$ cat src/rtl/adder_share_arb.sv
`default_nettype none
// ============================================================================
// Module   : adder_share_arb
// Purpose  : Round-robin arbiter that time-shares one combinational W-bit
//            adder among NREQ requesters and returns results over valid/ready.
// Revision : 1.0
// ============================================================================
module adder_share_arb #(
    parameter int NREQ = 4,
    parameter int W    = 16,
    parameter int IDW  = $clog2(NREQ)
) (
    input  logic              clk,
    input  logic              rst_n,
    input  logic [NREQ-1:0]   req_valid,
    output logic [NREQ-1:0]   req_ready,
    input  logic [NREQ*W-1:0] req_a,
    input  logic [NREQ*W-1:0] req_b,
    output logic [W-1:0]      adder_a,
    output logic [W-1:0]      adder_b,
    input  logic [W-1:0]      adder_sum,
    output logic              rsp_valid,
    input  logic              rsp_ready,
    output logic [W-1:0]      rsp_data,
    output logic [IDW-1:0]    rsp_id,
    output logic              busy
);

    localparam logic [1:0] c_idle = 2'd0;
    localparam logic [1:0] c_op   = 2'd1;
    localparam logic [1:0] c_rsp  = 2'd2;
    localparam int         c_sw   = IDW + 1;

    logic [1:0]     r_state;
    logic [IDW-1:0] r_ptr;
    logic [IDW-1:0] r_id;

    logic           w_any;
    logic [IDW-1:0] w_grant;
    logic [IDW-1:0] w_idx;
    logic [c_sw-1:0] w_sum;
    logic [IDW-1:0] w_next_ptr;
    logic [W-1:0]   w_op_a;
    logic [W-1:0]   w_op_b;
    logic           w_can_accept;
    logic           w_accept;

    // Scan indices ptr, ptr+1, ... with wrap; the first valid one wins.
    always_comb begin
        w_any   = 1'b0;
        w_grant = '0;
        w_sum   = '0;
        w_idx   = '0;
        for (int k = 0; k < NREQ; k++) begin
            w_sum = {1'b0, r_ptr} + c_sw'(k);
            if (w_sum >= c_sw'(NREQ)) begin
                w_sum = w_sum - c_sw'(NREQ);
            end
            w_idx = w_sum[IDW-1:0];
            if (!w_any && req_valid[w_idx]) begin
                w_any   = 1'b1;
                w_grant = w_idx;
            end
        end
    end

    always_comb begin
        w_op_a = '0;
        w_op_b = '0;
        for (int i = 0; i < NREQ; i++) begin
            if (w_grant == IDW'(i)) begin
                w_op_a = req_a[i*W +: W];
                w_op_b = req_b[i*W +: W];
            end
        end
    end

    assign w_next_ptr = (w_grant == IDW'(NREQ - 1)) ? '0 : w_grant + IDW'(1);

    // Gating with rst_n keeps req_ready low for the whole reset pulse.
    assign w_can_accept = rst_n && ((r_state == c_idle) ||
                                    ((r_state == c_rsp) && rsp_ready));

    always_comb begin
        req_ready = '0;
        if (w_can_accept && w_any) begin
            req_ready[w_grant] = 1'b1;
        end
    end

    assign w_accept  = |(req_valid & req_ready);
    assign rsp_valid = (r_state == c_rsp);
    assign busy      = (r_state == c_op) || (r_state == c_rsp);

    always_ff @(posedge clk or negedge rst_n) begin
        if (!rst_n) begin
            r_state  <= c_idle;
            r_ptr    <= '0;
            r_id     <= '0;
            adder_a  <= '0;
            adder_b  <= '0;
            rsp_data <= '0;
            rsp_id   <= '0;
        end else begin
            // Adder operands move only on an accept so the adder stays quiet otherwise.
            if (w_accept) begin
                adder_a <= w_op_a;
                adder_b <= w_op_b;
                r_id    <= w_grant;
                r_ptr   <= w_next_ptr;
            end
            case (r_state)
                c_idle: begin
                    if (w_accept) begin
                        r_state <= c_op;
                    end
                end
                c_op: begin
                    rsp_data <= adder_sum;
                    rsp_id   <= r_id;
                    r_state  <= c_rsp;
                end
                c_rsp: begin
                    if (rsp_ready) begin
                        r_state <= w_accept ? c_op : c_idle;
                    end
                end
                default: r_state <= c_idle;
            endcase
        end
    end

endmodule
`default_nettype wire

$ cat config.mk
export PLATFORM = sky130hd
export DESIGN_NAME = adder_share_arb
export DESIGN_NICKNAME = d
export VERILOG_FILES = /design/src/rtl/adder_share_arb.sv
export SDC_FILE = /design/constraint.sdc
export NUM_CORES = 1
export LEC_CHECK = 0
export CAP_MARGIN = 40
export CELL_PAD_IN_SITES_DETAIL_PLACEMENT = 0
export CELL_PAD_IN_SITES_GLOBAL_PLACEMENT = 1
export CORE_ASPECT_RATIO = 1.4
export CORE_MARGIN = 2
export CORE_UTILIZATION = 23
export CTS_CLUSTER_SIZE = 28
export DETAILED_ROUTE_END_ITERATION = 8
export MAX_ROUTING_LAYER = met4
export PLACE_DENSITY_LB_ADDON = 0.1
export SLEW_MARGIN = 5
export SYNTH_ARGS = -nofsm -noshare
export SYNTH_HDL_FRONTEND = slang
export SYNTH_SLANG_ARGS = --single-unit
export TNS_END_PERCENT = 10
$ cat constraint.sdc
create_clock -name clk -period 2.6 [get_ports clk]
set_clock_uncertainty 0.05 [all_clocks]
set_input_delay 0.52 -clock clk [delete_from_list [all_inputs] [get_ports clk]]
set_output_delay 0.52 -clock clk [all_outputs]
set_load 0.02 [all_outputs]
======== After elaboration in Yosys (flattened, before gate mapping) ========
Cells that the tools add are included.
word-level totals
  flip-flop bits (word level) ............. 56
  bits of input ports ..................... 151
  output and inout port bits .............. 56
  logic and storage cells ................. 85
operators by class
  add/subtract/negate cells ............... 8
  order comparisons ....................... 10
  equal/unequal tests ..................... 7
  multiplexer cells ....................... 36
  bitwise gates (word level) .............. 1
  reductions and logical operators ........ 16
operators with widths
  kind                   count
  $mux W16               8
  $mux W2                11
  $lt A2 B3 Y1 const B   5
  $mux W1                10
  $ge A3 B3 Y1 const B   3
  $bmux W1 S2            4
  $sub A2 B1 Y2 const B  4
  $logic_and A1 B1 Y1    7
  $add A2 B2 Y3 const B  2
  $eq A2 B2 Y1 const B   3
  $pmux W2 S3            1
  $and A4 B4 Y4          1
  $eq A2 B1 Y1 const B   2
  $logic_not A2 Y1       2
  $mux W4                1
  $reduce_or A4 Y1       1
  $add A2 B1 Y3 const B  1
  $ge A2 B3 Y1 const B   1
  $logic_not A1 Y1       3
  $add A2 B1 Y2 const B  1
  $demux W1 S2           1
  $ge A2 B1 Y1 const B   1
  $logic_or A1 B1 Y1     2
  $ne A2 B1 Y1 const B   1
  other kinds (2)        2

======== Depth between registers and ports, before layout ========
Gate-level depths: netlist of run 1.
  depth in word-level cells ............... 24
  gate-level depth with buffers ........... 11
  mapped depth without buffers ............ 9

======== Worst setup path before layout of run 1 ========
No wires, ideal clock.
  path type ............................... input -> output
  from .................................... input req_valid[2]
  to ...................................... output req_ready[3]
  arrival time ............................ 2128 ps
  required time ........................... 2030 ps
  slack ................................... -98 ps
  stages on the path ...................... 7
  buffers on the path ..................... 2
  cells stage by stage .................... nand2b_1 -> a21oi_1 -> a221oi_1 -> ha_1 -> clkbuf_1 -> buf_1 -> and2_1
between the ends
  longest elaborated chain between the ends .. 17
  elaborated cells on any way between the ends .. 29
  those cells by class .................... 2 x order compare; 19 x mux; 8 x reduce/logical
RTL lines
  what                                                                       line  text
  start: declaration                                                         15    input logic [NREQ-1:0] req_valid,
  $bmux W1 S2                                                                60    if (!w_any && req_valid[w_idx]) begin
  $mux W1 (not written as such)                                              60
  $mux W1                                                                    60
  $logic_not A1 Y1                                                           60
  $logic_and A1 B1 Y1                                                        60
  $mux W1                                                                    60
  $logic_not A1 Y1                                                           60
  $logic_and A1 B1 Y1                                                        60
  [2 not listed]                                                             n/a
  $logic_and A1 B1 Y1                                                        60
  $mux W2 (*)                                                                60
  net w_grant[0]                                                             39    logic [IDW-1:0] w_grant;
  $lt A2 B3 Y1 (not written as such) / $ge A2 B1 Y1 (equally long branches)  87    req_ready[w_grant] = 1'b1;
  $logic_and A1 B1 Y1 (not written as such)                                  87
  $mux W1 (not written as such)                                              87
  $demux W1 S2 (*)                                                           87
  $mux W4 (*)                                                                86    if (w_can_accept && w_any) begin
  end: declaration                                                           16    output logic [NREQ-1:0] req_ready,
Mark *: on every way through the listed nets, which the timed path passes. The rest lies on a longest branch. The select of a mux whose other input is x is not followed.

======== Final worst setup path of run 1 ========
  from .................................... input req_valid[3]
  to ...................................... register adder_b[10]
between the ends
  longest elaborated chain between the ends .. 19
  elaborated cells on any way between the ends .. 39
  those cells by class .................... 2 x order compare; 3 x eq/ne; 23 x mux; 1 x bitwise; 10 x reduce/logical
RTL lines
  what                                                                       line  text
  $bmux W1 S2                                                                60
  $mux W1 (not written as such)                                              60
  $mux W1                                                                    60
  $logic_not A1 Y1                                                           60
  $logic_and A1 B1 Y1                                                        60
  $mux W1                                                                    60
  $logic_not A1 Y1                                                           60
  $logic_and A1 B1 Y1                                                        60
  [4 not listed]                                                             n/a
  net w_grant[0]                                                             39
  $lt A2 B3 Y1 (not written as such) / $ge A2 B1 Y1 (equally long branches)  87
  $logic_and A1 B1 Y1 (not written as such)                                  87
  $mux W1 (not written as such)                                              87
  $demux W1 S2                                                               87
  $mux W4                                                                    86
  $and A4 B4 Y4                                                              91    assign w_accept = |(req_valid & req_ready);
  $reduce_or A4 Y1                                                           91
  end signal: assignment                                                     108   adder_b <= w_op_b;
  end: declaration                                                           20    output logic [W-1:0] adder_b,
Marks and branches as above.
A chain may end at the register's enable or synchronous reset.

==> results of run 1 <==
==> cells in the mapped netlist (all sizes together) (4+ instances only) <==
library cell  instances  area [sq um]
nor2                 37           139
clkbuf               17          63.8
dfrtp                56          1400
ha                    9           113
a221o                31           310
inv                  39           146
and2                  4          25.0
a21oi                68           340
a22oi                34           255
buf                  13          86.3
mux2                 22           248
==> how the worst max path moves through the flow <==
stage	endpoint	cells past startpoint	slack [ns]
after floorplan	req_ready[3]	6	0.05
after CTS	adder_b[13]	12	0.01
after detailed placement	adder_b[1]	10	-0.72
final	adder_b[10]	12	-0.01
after global placement	req_ready[0]	7	-0.65
after global routing	adder_b[10]	12	-0.13
==> state kept, by name, indices dropped and copies added (netlist names) <==
signal,flops
adder_a,16
adder_b,16
rsp_data,16
r_id,2
r_ptr,2
r_state,2
rsp_id,2
==> per-layer routing <==
layer | global-route usage (%) | share of wire [%]
met2 | 30.4 | 55
met5 | - | 0
met1 | 16.9 | 38
met4 | 4.07 | 1.1
met3 | 3.81 | 5.6
==> timing repair <==
| action | in CTS | in global routing |
|---|---|---|
| pin swaps | 9 | 2 |
| cloned | 1 | 3 |
| endpoints found under the setup margin | 42 | 40 |
| resized for setup | 42 | 35 |
| setup buffers | 4 | 12 |
==> layout make-up <==
cell class	count	area (sq um)
Clock buffer	6	139
Clock inverter	2	15.0
Fill cell	1446	7660
Inverter	39	149
Multi-Input combinational cell	222	1790
Sequential cell	56	1400
Tap cell	185	231
Timing Repair Buffer	252	2520
==> worst max-delay path: stages <==
cell and delay [ns]:
dlygate4sd2_1 0.35, mux2i_1 0.15, a221oi_2 0.25, buf_4 0.21, inv_4 0.06, ha_4 0.17
buf_4 0.14, nor2b_4 0.13, buf_4 0.15, a221o_1 0.30, a22oi_1 0.20, a21oi_1 0.09
==> logic make-up after synthesis <==
group,Yosys count
AO/OA/AOI/OAI,141
adder cells (fa/ha/maj),9
buffers and inverters,69
flip-flops,56
multiplexers,23
AND/OR/NAND/NOR,48
==> per-stage QoR <==
step / setup TNS, ns / cells
2_1_floorplan: 0 / 346
4_1_cts: 0 / 747
5_1_grt: -1.45 / 762
3_5_place_dp: -28.10 / 734
6_report: -0.0119 / 762
3_3_place_gp: -25.46 / 734
==> power groups by stage <==
stage	logic (mW)	clock network, mW	registers (mW)
final	4.44	0.708	1.57
after global routing	4.81	0.765	1.64
after detailed placement	3.89	0	1.58
after CTS	4.06	0.741	1.57
after global placement	3.86	0	1.56
after floorplan	1.75	0	2.05
==> results.py, run 1 <==
metrics = {
    "status": {
        "outcome": "finished, violations left",
        "violations": "negative setup slack",
    },
    "detailed_routing": {
        "vias": 3586,
        "first_iter_violations": 86,
        "drt-total-wl_mm": 13.0,
        "drc": 0,
        "drtAntennaViolNets": 0,
        "wl_per_cell_microns": 17.0,
        "drtPass1Iterations": 4,
        "via_per_inst": 4.71,
    },
    "grt": {
        "grt_pass1_vias": 3505,
        "grt_pass1_wl_mm": 18.6,
        "grt_usage_pct": 16.1,
        "antenna_found_initial": 0,
        "grt.overflow.total": 0,
        "grt_max_degree": 65,
    },
    "cts": {
        "hold_buffers": 0,
        "clk_path_buf_depth": 2,
        "clkSinkCount": 56,
        "cts_htree_levels": 2,
        "clock_latency_ns": 0.29,
        "root_buffer": "clkbuf_16",
        "cts_tree": "yes",
        "cts_buffers": 5,
        "clk_pin_slew_worst_paths_ns": 0.07,
    },
    "sta": {
        "finalSetupViolations": 1,
        "fmax_mhz": 383,
        "hold_slack_ns": 0.373,
        "rsz0062_at_grt": "true",
        "period_share_pct": 100,
        "finalMaxSlewViolations": 0,
        "setup_slack_ns": -0.0119,
        "post-route-min-period_ns": 2.61,
        "final_hold_viol_count": 0,
        "worst_slew_pin_slew_ns": 0.774,
        "relSlewSlack_pct": 48.4,
    },
    "synthesis": {
        "synth_top_family_by_area": "compound AO/OA/AOI/OAI gates",
        "synthArstFlopShare_pct": 100,
        "synthAdderAreaFrac_pct": 3.45,
        "syn_avg_cell_area_sq_um": 9.42,
        "synthSimpleGateAreaFrac_pct": 6.33,
        "synth_warnings": 0,
        "yosysSeqAreaShare_pct": 43.0,
        "netlist_area_sq_um": 3260,
        "synth.distinct_cells": 28,
        "synth-main-ff-cell": "dfrtp_1",
        "muxShareOfSynthArea_pct": 7.91,
        "synth-edff-count": 0,
        "synth_compound_area_share_pct": 30.2,
        "synthCells": 346,
        "syn_nets": 506,
        "synth_seq_cells": 56,
        "synth-xor-area-share_pct": 0,
    },
    "worst_setup_path": {
        "path_class": "primary input to register",
        "required_ns": 2.73,
        "r2r_cells": 12,
        "crit_path_start": "req_valid[3]",
        "r2r-end": "adder_b[10]",
        "r2r_start": "r_ptr[1]",
        "arrival_ns": 2.74,
        "worstPathMaxFanout": 5,
        "r2r_setup_slack_ns": 0,
        "end_kind": "register",
        "startpoint_type": "primary input",
    },
    "placed_design": {
        "place.gp.congestion": 0.793,
        "dp_slack_ns": -0.723,
        "hpwlAfterDp_mm": 8.82,
        "io_buffers": 206,
        "placed_area_sq_um": 5650,
    },
    "power": {
        "p_sw_mw": 2.72,
        "seqPwrFrac_pct": 23.4,
        "ir_worst_vdd_v": 0.000339,
        "switching_share_pct": 40.5,
        "p_leak_nw": 2.58,
        "p_comb_share_pct": 66.0,
        "p_int_mw": 3.99,
        "power_mw": 6.72,
        "clockPowerShare_pct": 10.5,
        "p_per_area_nw_per_um2": 1080,
    },
    "floorplanning": {
        "start_util_pct": 23.4,
        "die_w_microns": 105,
        "die_y_microns": 145,
        "dieArea_sq_um": 15200,
        "coreArea_sq_um": 13900,
        "io_pins": 207,
        "rows": 51,
    },
    "cells_and_area": {
        "antenna_cells": 0,
        "syn2layout_area_growth_pct": 91.7,
        "finalInstanceArea_sq_um": 6250,
        "nNetsFinal": 736,
        "final_common_cell": "clkdlybuf4s50_1",
        "mostFrequentLayoutCells": "clkdlybuf4s50_1, a21oi_1, dfrtp_1",
        "final_util_pct": 44.9,
        "drive_gt1_share_pct": 21.1,
    },
    "run": {
        "maxCapViolations": 0,
    },
    "hold_path": {
        "hold_path_class": "primary input to async pin",
    },
}
No activity file was read; power rests on OpenSTA's default activity.
==> inputs of run 2 (changes only) <==
- RECOVER_POWER: not set -> 25
==> results.py, run 2 (same netlist as run 1, synthesis figures left out) <==
metrics = {
    "status": {
        "violations": "max-capacitance violations, max-slew violations, negative setup slack",
        "outcome": "finished, violations left",
    },
    "cells_and_area": {
        "nNetsFinal": 736,
        "finalInstanceArea_sq_um": 6240,
        "regArea_sq_um": 1400,
        "mostFrequentLayoutCells": "clkdlybuf4s50_1, a21oi_1, dfrtp_1",
        "fillers": 1448,
        "drive_gt1_share_pct": 21.0,
        "final_common_cell": "clkdlybuf4s50_1",
        "multi_input_area_sq_um": 1790,
        "syn2layout_area_growth_pct": 91.6,
        "antenna_cells": 0,
        "reg.largest.list": "adder_a: 16 flops, adder_b: 16 flops, rsp_data: 16 flops",
    },
    "floorplanning": {
        "io_pins": 207,
        "coreArea_sq_um": 13900,
        "rows": 51,
        "die_y_microns": 145,
        "start_util_pct": 23.4,
        "die_w_microns": 105,
        "dieArea_sq_um": 15200,
    },
    "placed_design": {
        "hpwlAfterDp_mm": 8.82,
        "dp_slack_ns": -0.723,
        "io_buffers": 206,
        "placed_area_sq_um": 5650,
        "place.gp.congestion": 0.793,
    },
    "power": {
        "p_per_area_nw_per_um2": 1080,
        "p_leak_nw": 2.57,
        "ir_worst_vdd_v": 0.000339,
    },
    "detailed_routing": {
        "vias": 3586,
        "drtAntennaViolNets": 0,
        "wl_per_cell_microns": 17.0,
        "via_per_inst": 4.71,
        "first_iter_violations": 86,
        "drc": 0,
        "drt-total-wl_mm": 13.0,
        "drtPass1Iterations": 4,
    },
    "grt": {
        "antenna_found_initial": 0,
        "grt_pass1_vias": 3505,
        "grt_usage_pct": 16.1,
        "grt_max_degree": 65,
        "grt_pass1_wl_mm": 18.6,
        "grt.overflow.total": 0,
    },
    "sta": {
        "fmax_mhz": 383,
        "setup_slack_ns": -0.0119,
        "final_hold_viol_count": 0,
        "rsz0062_at_grt": "true",
        "finalSetupViolations": 1,
        "post-route-min-period_ns": 2.61,
        "period_share_pct": 100,
        "worst_slew_pin_slew_ns": 1.51,
        "finalMaxSlewViolations": 57,
        "relSlewSlack_pct": -0.756,
    },
    "worst_setup_path": {
        "r2r_start": "r_ptr[1]",
        "worst_path_max_delay_cell": "dlygate4sd2_1",
        "required_ns": 2.73,
        "startpoint_type": "primary input",
        "r2r_setup_slack_ns": 0,
        "worstPathMaxFanout": 5,
        "path_class": "primary input to register",
        "cpPeakStageDelay_ns": 0.35,
        "r2r_cells": 12,
        "cp_cell_sequence": "dlygate4sd2_1 > mux2i_1 > a221oi_2 > buf_4 > inv_4 > ha_4 > buf_4 > nor2b_4 > buf_4 > a221o_1 > a22oi_1 > a21oi_1",
        "crit_path_frequent_cell": "buf_4",
        "end_kind": "register",
        "r2r-end": "adder_b[10]",
        "arrival_ns": 2.74,
    },
    "cts": {
        "root_buffer": "clkbuf_16",
        "clk_pin_slew_worst_paths_ns": 0.07,
        "cts_tree": "yes",
        "clock_latency_ns": 0.29,
        "clkSinkCount": 56,
        "cts_buffers": 5,
        "clk_path_buf_depth": 2,
        "cts_htree_levels": 2,
    },
    "hold_path": {
        "hold_path_class": "register to register",
        "holdPathEnd": "rsp_data[13]",
        "hold_depth": 1,
        "hold_start": "rsp_data[13]",
    },
    "run": {
        "maxCapViolations": 1,
    },
}
run 2: changes by cell type in the layout (fill, tap and decap cells not counted), sizes merged:
cell / previous run / this run
clkbuf: 8 / 10
buf: 49 / 47
run 2: final cells by class:
type | count | share of cell area, %
Clock buffer | 6 | 2.22
Clock inverter | 2 | 0.240
Inverter | 39 | 2.38
Multi-Input combinational cell | 222 | 28.7
Sequential cell | 56 | 22.5
Tap cell | 185 | 3.71
Timing Repair Buffer | 252 | 40.3
run 2: per-layer routing:
layer / track usage [%] / wire [microns] / vias up
met5: - / 0 / -
met4: 4.07 / 139 / 0
met3: 3.81 / 727 / 10
met2: 30.4 / 7200 / 127
met1: 16.9 / 4910 / 1737
li1: - / - / 1712
run 2: timing repair:
item / 4_1_cts / 5_1_grt
pin swaps: 9 / 2
resized for setup: 42 / 35
buffers inserted: 4 / 12
endpoints found under the setup margin: 42 / 40
hold buffers: 0 / 0
cloned: 1 / 3
run 2: report_power, final:
| group | switching (mW) | total (mW) | internal [mW] |
|---|---|---|---|
| Clock | 0.324 | 0.708 | 0.384 |
| Combinational | 2.15 | 4.44 | 2.29 |
| Sequential | 0.251 | 1.57 | 1.32 |
| Total | 2.72 | 6.72 | 3.99 |
run 2: critical path, delay by kind of cell:
family | cells | cell delay, ns
fa+ha+maj | 1 | 0.17
mux | 1 | 0.15
buf+inv | 5 | 0.91
compound gates | 4 | 0.84
simple gates | 1 | 0.13
run 2: worst max-delay path by stage:
stage,to,slack [ns],depth (start not counted),startpoint
global placement,req_ready[0],-0.65,7,req_valid[3]
floorplan,req_ready[3],0.05,6,r_ptr[1]
finish,adder_b[10],-0.01,12,req_valid[3]
global route,adder_b[10],-0.13,12,req_valid[3]
CTS,adder_b[13],0.01,12,r_ptr[1]
detailed placement,adder_b[1],-0.72,10,req_valid[1]
run 2: stage by stage:
| step | total power [mW] | utilization [%] | TNS [ns] | cells | hold WS [ns] |
|---|---|---|---|---|---|
| 5_1_grt | 7.21 | 44.9 | -1.45 | 762 | 0.475 |
| 3_5_place_dp | 5.47 | 40.6 | -28.10 | 734 | 0.444 |
| 6_report | 6.72 | 44.9 | -0.0119 | 762 | 0.457 |
| 4_1_cts | 6.37 | 42.4 | 0 | 747 | 0.409 |
| 2_1_floorplan | 3.80 | - | 0 | 346 | 0.174 |
| 3_3_place_gp | 5.42 | 40.6 | -25.46 | 734 | 0.438 |
